==> src/rtl/paddle_ctrl.sv <==
// -----------------------------------------------------------------------------
// paddle_ctrl
//
// Produces the two paddle positions that feed the paddle 555 timer model.
// Each player can steer with an analog control or with up/down buttons. The
// active source is chosen per player. Positions change only during vertical
// blanking: a rising edge of vblank starts a short sequence that updates P1,
// then P2, then pulses frame_upd once.
//
// Sequence (N = cycle in which the vblank rising edge is seen):
//   N+1 : state UPD1, P1 inputs sampled
//   N+2 : new P1 position visible, state UPD2, P2 inputs sampled
//   N+3 : new P2 position visible, state DONE, frame_upd = 1
//   N+4 : back to IDLE
//
// Optional feature: define PADDLE_ACCEL_EN to add per-player hold counters.
// A direction held for 8 or more consecutive updates then moves at 2*STEP.
// Without the macro the step is always STEP and no hold counters exist.
//
// Parameters:
//   STEP     - button step in lines per update (1..63)
//   DEADZONE - analog change, in counts, needed to reclaim the source from
//              the buttons (the change must be strictly greater)
//
// Ports:
//   clk_sys        in   system clock (rising edge)
//   reset          in   synchronous, active-high reset
//   vblank         in   frame blanking flag
//   joy_analog_p1  in   [7:0] P1 analog position (0 = top)
//   joy_analog_p2  in   [7:0] P2 analog position
//   btn_up         in   [1:0] up buttons   (bit0 = P1, bit1 = P2)
//   btn_down       in   [1:0] down buttons (bit0 = P1, bit1 = P2)
//   paddle_vpos_p1 out  [7:0] P1 paddle position
//   paddle_vpos_p2 out  [7:0] P2 paddle position
//   src_digital    out  [1:0] active source per player (1 = buttons)
//   frame_upd      out  one-cycle pulse after both players are updated
// -----------------------------------------------------------------------------
module paddle_ctrl #(
  parameter int STEP     = 4,
  parameter int DEADZONE = 2
) (
  input  logic       clk_sys,
  input  logic       reset,
  input  logic       vblank,
  input  logic [7:0] joy_analog_p1,
  input  logic [7:0] joy_analog_p2,
  input  logic [1:0] btn_up,
  input  logic [1:0] btn_down,
  output logic [7:0] paddle_vpos_p1,
  output logic [7:0] paddle_vpos_p2,
  output logic [1:0] src_digital,
  output logic       frame_upd
);

  typedef enum logic [1:0] {IDLE, UPD1, UPD2, DONE} state_t;

  // Everything that is remembered about one player between updates.
  typedef struct packed {
    logic [7:0] vpos;   // current paddle position
    logic [7:0] aref;   // analog value at the last analog-sourced update
    logic       src;    // 1 = buttons, 0 = analog
`ifdef PADDLE_ACCEL_EN
    logic [3:0] hold;   // consecutive updates with the same single direction
    logic       dir;    // direction counted by hold (1 = down)
`endif
  } player_t;

  state_t  r_state;
  logic    r_vblank_d;
  logic    r_armed;
  logic    r_frame_upd;
  player_t r_p1;
  player_t r_p2;

  logic    w_vb_rise;
  player_t w_p1_next;
  player_t w_p2_next;

  // One player's update: the buttons win, otherwise the analog control either
  // keeps or reclaims the source depending on how far it moved.
  function automatic player_t player_update(input player_t    cur,
                                            input logic       up,
                                            input logic       dn,
                                            input logic [7:0] ana);
    player_t    nxt;
    logic [8:0] step9;
    logic [8:0] diff9;
    logic [8:0] sum9;
    logic [8:0] dist9;

    nxt   = cur;
    step9 = 9'(STEP);

`ifdef PADDLE_ACCEL_EN
    if (up ^ dn) begin
      if ((cur.hold != 4'd0) && (cur.dir == dn)) begin
        if (cur.hold >= 4'd8)
          step9 = 9'(2 * STEP);
        if (cur.hold != 4'd15)
          nxt.hold = cur.hold + 4'd1;
      end else begin
        // A fresh press or a direction change counts as the first held update.
        nxt.hold = 4'd1;
      end
      nxt.dir = dn;
    end else begin
      nxt.hold = 4'd0;
    end
`endif

    // Nine-bit arithmetic: bit 8 flags a borrow or carry so the result
    // saturates instead of wrapping.
    diff9 = {1'b0, cur.vpos} - step9;
    sum9  = {1'b0, cur.vpos} + step9;
    dist9 = (ana >= cur.aref) ? ({1'b0, ana} - {1'b0, cur.aref})
                              : ({1'b0, cur.aref} - {1'b0, ana});

    if (up || dn) begin
      nxt.src = 1'b1;
      if (up && !dn)
        nxt.vpos = diff9[8] ? 8'd0 : diff9[7:0];
      else if (dn && !up)
        nxt.vpos = sum9[8] ? 8'd255 : sum9[7:0];
    end else if (!cur.src || (dist9 > 9'(DEADZONE))) begin
      // Analog is (or becomes) the source; its reference tracks it. While the
      // buttons own the source the reference stays frozen.
      nxt.src  = 1'b0;
      nxt.vpos = ana;
      nxt.aref = ana;
    end
    return nxt;
  endfunction

  // A vblank already high when reset releases must not count as an edge:
  // r_armed masks the single cycle in which r_vblank_d is still forced low.
  assign w_vb_rise = vblank && !r_vblank_d && r_armed;

  // NOTE: combinational blocks assign every output on every path (here via a
  // function with a full default) so no latch is inferred.
  always_comb begin
    w_p1_next = player_update(r_p1, btn_up[0], btn_down[0], joy_analog_p1);
    w_p2_next = player_update(r_p2, btn_up[1], btn_down[1], joy_analog_p2);
  end

  // NOTE: sequential state uses non-blocking assignments so every register
  // samples pre-edge values regardless of statement order.
  always_ff @(posedge clk_sys) begin
    if (reset) begin
      r_state     <= IDLE;
      r_vblank_d  <= 1'b0;
      r_armed     <= 1'b0;
      r_frame_upd <= 1'b0;
      r_p1.vpos   <= 8'd128;
      r_p1.aref   <= 8'd128;
      r_p1.src    <= 1'b0;
      r_p2.vpos   <= 8'd128;
      r_p2.aref   <= 8'd128;
      r_p2.src    <= 1'b0;
`ifdef PADDLE_ACCEL_EN
      r_p1.hold   <= 4'd0;
      r_p1.dir    <= 1'b0;
      r_p2.hold   <= 4'd0;
      r_p2.dir    <= 1'b0;
`endif
    end else begin
      r_vblank_d  <= vblank;
      r_armed     <= 1'b1;
      r_frame_upd <= 1'b0;
      case (r_state)
        IDLE: begin
          if (w_vb_rise)
            r_state <= UPD1;
        end
        UPD1: begin
          r_p1    <= w_p1_next;
          r_state <= UPD2;
        end
        UPD2: begin
          r_p2        <= w_p2_next;
          r_frame_upd <= 1'b1;
          r_state     <= DONE;
        end
        DONE: begin
          r_state <= IDLE;
        end
        default: begin
          r_state <= IDLE;
        end
      endcase
    end
  end

  assign paddle_vpos_p1 = r_p1.vpos;
  assign paddle_vpos_p2 = r_p2.vpos;
  assign src_digital    = {r_p2.src, r_p1.src};
  assign frame_upd      = r_frame_upd;

endmodule

==> config.mk <==
export PLATFORM = sky130hd
export DESIGN_NAME = paddle_ctrl
export DESIGN_NICKNAME = d
export VERILOG_FILES = /design/src/rtl/paddle_ctrl.sv
export SDC_FILE = /design/constraint.sdc
export NUM_CORES = 1
export LEC_CHECK = 0
export ABC_AREA = 1
export CORE_MARGIN = 2
export CORE_UTILIZATION = 53
export CTS_CLUSTER_DIAMETER = 50
export CTS_CLUSTER_SIZE = 10
export DETAILED_ROUTE_END_ITERATION = 7
export PLACE_DENSITY = 0.78
export SYNTH_ARGS = -nofsm -noshare
export SYNTH_HDL_FRONTEND = slang
export SYNTH_SLANG_ARGS = --single-unit
==> constraint.sdc <==
create_clock -name clk_sys -period 2.1 [get_ports clk_sys]
set_input_delay 0.21 -clock clk_sys [delete_from_list [all_inputs] [get_ports clk_sys]]
set_output_delay 0.21 -clock clk_sys [all_outputs]
set_load 0.01 [all_outputs]
==> reports/results.ini <==
[layout]
areaGrowthSynthToFinish_pct = 37.38
fin_util = 0.7484
n_fill_cell = 599
antenna_cells = 0
nNetsFinal = 875
drive_gt1_frac = 0.2682
final_cells = 911

[timing]
setup_violations = 34
relSlewSlack = 0.5406
hold_viol = 0
hold_ws_ns = 0.3296
fin_crit_sh = 1.162
slew_violations = 0
skew_ns = 0.005206
setup_ws_ns = -0.3412
min_period_ns = 2.441
worst_pin_slew_ns = 0.6891
rsz0062_at_grt = true
max_freq_ghz = 0.4096

[yosys]
ys_warn_count = 0
synthArstFlopShare = 0
synth_nets = 768
netlist_area_um2 = 4188
synth_xor_area_frac = 0.02510
synth-seq-area-share = 0.1864
synthSimpleGateAreaFrac = 0.3869
synth_compound_gate_area_share = 0.09889
syn_area_per_cell_um2 = 5.974
synth.mux.area_fraction = 0
synth_fa_ha_area_frac = 0.1386
ys.flop_type = dfxtp_1
synth_top_family_by_area = simple AND/OR/NAND/NOR gates
syn_inst = 701
yosys.cell_types.count = 33
synth_seq_cells = 39
synth-edff-count = 0

[routing]
vias = 4692
drc = 0
drt-initial-drc-count = 235
post_drt_wl_per_cell_um = 13.23
first_pass_iters = 5
ant_nets = 0
routed_via_density = 5.150
drt_wl_total_mm = 12.05

[clocking]
clk_latency_ns = 0.29
holdBufCountCts = 0
cts_tree = yes
root_buffer = clkbuf_8
cts_buffers = 5
clk_path_buf_depth = 2
cts_sinks = 39
htree_levels = 2
clk_pin_slew_ns = 0.08

[floorplan]
ios = 42
fp.dieArea_um2 = 8629
start_util = 0.5448
die_h_um = 92.89
core_area_um2 = 7687
std_cell_rows = 32
dieWidth_um = 92.89

[placed_design]
placed_cells = 892
finalWeightedCongestion = 0.9151
dp_hpwl_mm = 8.801
port_buffers = 41

[worst_setup_path]
critPathLaunchType = flop
path_max_fanout = 7
crit_path_end_kind = flop
critPathBufInv = 1
cpPeakStageDelay_ns = 0.38
crit_top_cell = nand2_1
cp_top_family = simple AND/OR/NAND/NOR gates
crit_path_top_delay_cell = dfxtp_4
crit_arrival_ns = 2.62
worstSetupPathType = flop to flop
cp_cell_sequence = ha_4 > inv_4 > fa_2 > nand3_2 > nand3_2 > nand2_1 > nand2_1 > nor2_2 > nand2_1 > nand2_1 > nand3_2 > nor2_4 > nand2_4 > nand2_4 > nor2_2 > nor2_1 > nor2_1
cp.required_ns = 2.28

[run]
max_cap_violations = 0

[grt]
grt_max_degree = 21
track_usage = 0.2844
grt.overflow.total = 0
grt_pass1_wl_mm = 20.30
antenna_found_initial = 0
grt_pass1_vias = 4642

[status]
status = complete, but fails checks
failed_checks = setup timing

[pwr]
totalPowerFinal_mw = 4.012
power.density_nw_per_um2 = 697.4
peakVddDrop_mv = 0.6822
p_leak_nw = 2.919

[hold_path]
hold_path.class = input port to flop

## layout by cell type (no fill, tap or decap), types with 3 or more instances in the layout
cell type,n
o211ai_1,3
dfxtp_1,35
a21oi_1,26
nand3b_1,4
dfxtp_2,3
ha_4,14
xor2_1,8
o21ai_2,7
nand3_1,44
nand3_4,7
a21oi_2,6
clkdlybuf4s50_1,33
fa_2,4
nand3_2,11
nor2_2,13
inv_1,115
xnor2_1,4
nand2_1,168
nor2_1,78
nand2_2,31
buf_4,81
nand2_4,8
ha_1,25
a31oi_1,3
o21ai_0,14
dlymetal6s2s_1,6
nor3_1,8
clkbuf_8,5
inv_2,14
nand4_1,6
## synthesized netlist by cell type (4+ instances only)
| library cell | number | area share |
|---|---|---|
| inv_2 | 4 | 0.0036 |
| inv_1 | 128 | 0.11 |
| nand3_2 | 5 | 0.012 |
| nand3_1 | 53 | 0.063 |
| nand4_1 | 6 | 0.0090 |
| o21ai_2 | 7 | 0.015 |
| nor2_2 | 10 | 0.015 |
| nor3_1 | 10 | 0.012 |
| dfxtp_1 | 39 | 0.19 |
| xnor2_1 | 4 | 0.0084 |
| a21oi_1 | 32 | 0.038 |
| o21ai_0 | 15 | 0.018 |
| nor2_1 | 83 | 0.074 |
| xor2_1 | 8 | 0.017 |
| fa_1 | 4 | 0.019 |
| ha_1 | 40 | 0.12 |
| clkbuf_1 | 5 | 0.0045 |
| nand2_1 | 199 | 0.18 |
| nand2_2 | 6 | 0.0090 |
| buf_4 | 19 | 0.034 |
| nand3b_1 | 4 | 0.0072 |
## per-stage QoR
| step | area, µm² | setup TNS, ns | setup slack [ns] |
|---|---|---|---|
| detailed placement | 5120 | -25.78 | -0.8412 |
| global placement | 5120 | -24.27 | -0.7574 |
| floorplan | 4210 | 0 | 0.004597 |
| global route | 5753 | -13.05 | -0.4753 |
| CTS | 5614 | -7.632 | -0.2568 |
| finish | 5753 | -8.133 | -0.3412 |
## cells by family (layout without fill, tap and decap cells)
| kind of cell | after synthesis | in the layout |
|---|---|---|
| AO/OA/AOI/OAI | 69 | 69 |
| XOR/XNOR | 12 | 12 |
| adder cells (fa/ha/maj) | 44 | 44 |
| buffers and inverters | 159 | 263 |
| flip-flops | 39 | 39 |
| AND/OR/NAND/NOR | 378 | 382 |
## flip-flops by register name (all words and copies together), names as in the netlist
register / cells
r_p2: 8
paddle_vpos_p1: 8
r_vblank_d: 1
r_armed: 1
r_p1: 8
frame_upd: 1
r_state: 2
src_digital: 2
paddle_vpos_p2: 8
## tightest hold or removal path, stage by stage
cell,delay [ns]
dlymetal6s2s_1,0.12
buf_4,0.14
o21ai_2,0.06
nor2_2,0.06
## metal layers
metal,GRT usage,wire [µm],up-vias
met3,0.04394,581,26
met4,0.05147,247,0
met5,0,0,-
met2,0.5622,6352,143
li1,-,-,2383
met1,0.3195,4871,2140
## report_power, final
| group | leakage (nW) | internal (mW) | switching, mW | total (mW) |
|---|---|---|---|---|
| Clock | 0.0412 | 0.233 | 0.276 | 0.509 |
| Sequential | 0.321 | 0.887 | 0.148 | 1.04 |
| Combinational | 2.56 | 1.07 | 1.40 | 2.47 |
## timing repair
| action | CTS | global route |
|---|---|---|
| buffers inserted | 5 | 2 |
| cloned | 4 | 0 |
| resized for setup | 80 | 44 |
| setup endpoints to repair | 34 | 34 |
| pin swaps | 26 | 31 |
## path summary, 6_finish.rpt
| kind | slack [ns] | endpoint | cells after the start | startpoint |
|---|---|---|---|---|
| setup / recovery | -0.34 | paddle_vpos_p2[6] | 17 | r_p2[1] |
| hold / removal | 0.33 | r_p2[5] | 4 | joy_analog_p2[4] |
| setup reg to reg | -0.34 | paddle_vpos_p2[6] | 17 | r_p2[1] |
| hold reg to reg | 0.51 | r_p1[1] | 2 | r_p1[1] |
## final cells by class
class / instances / area (µm²) / area share
multi-input combinational: 507 / 3202 / 0.5565
timing repair buffer: 123 / 1042 / 0.1812
sequential: 39 / 788.3 / 0.1370
inverter: 132 / 508.0 / 0.08830
tap: 102 / 127.6 / 0.02218
clock buffer: 6 / 72.57 / 0.01261
clock inverter: 2 / 12.51 / 0.002175
(Power assumes the default switching activity.)
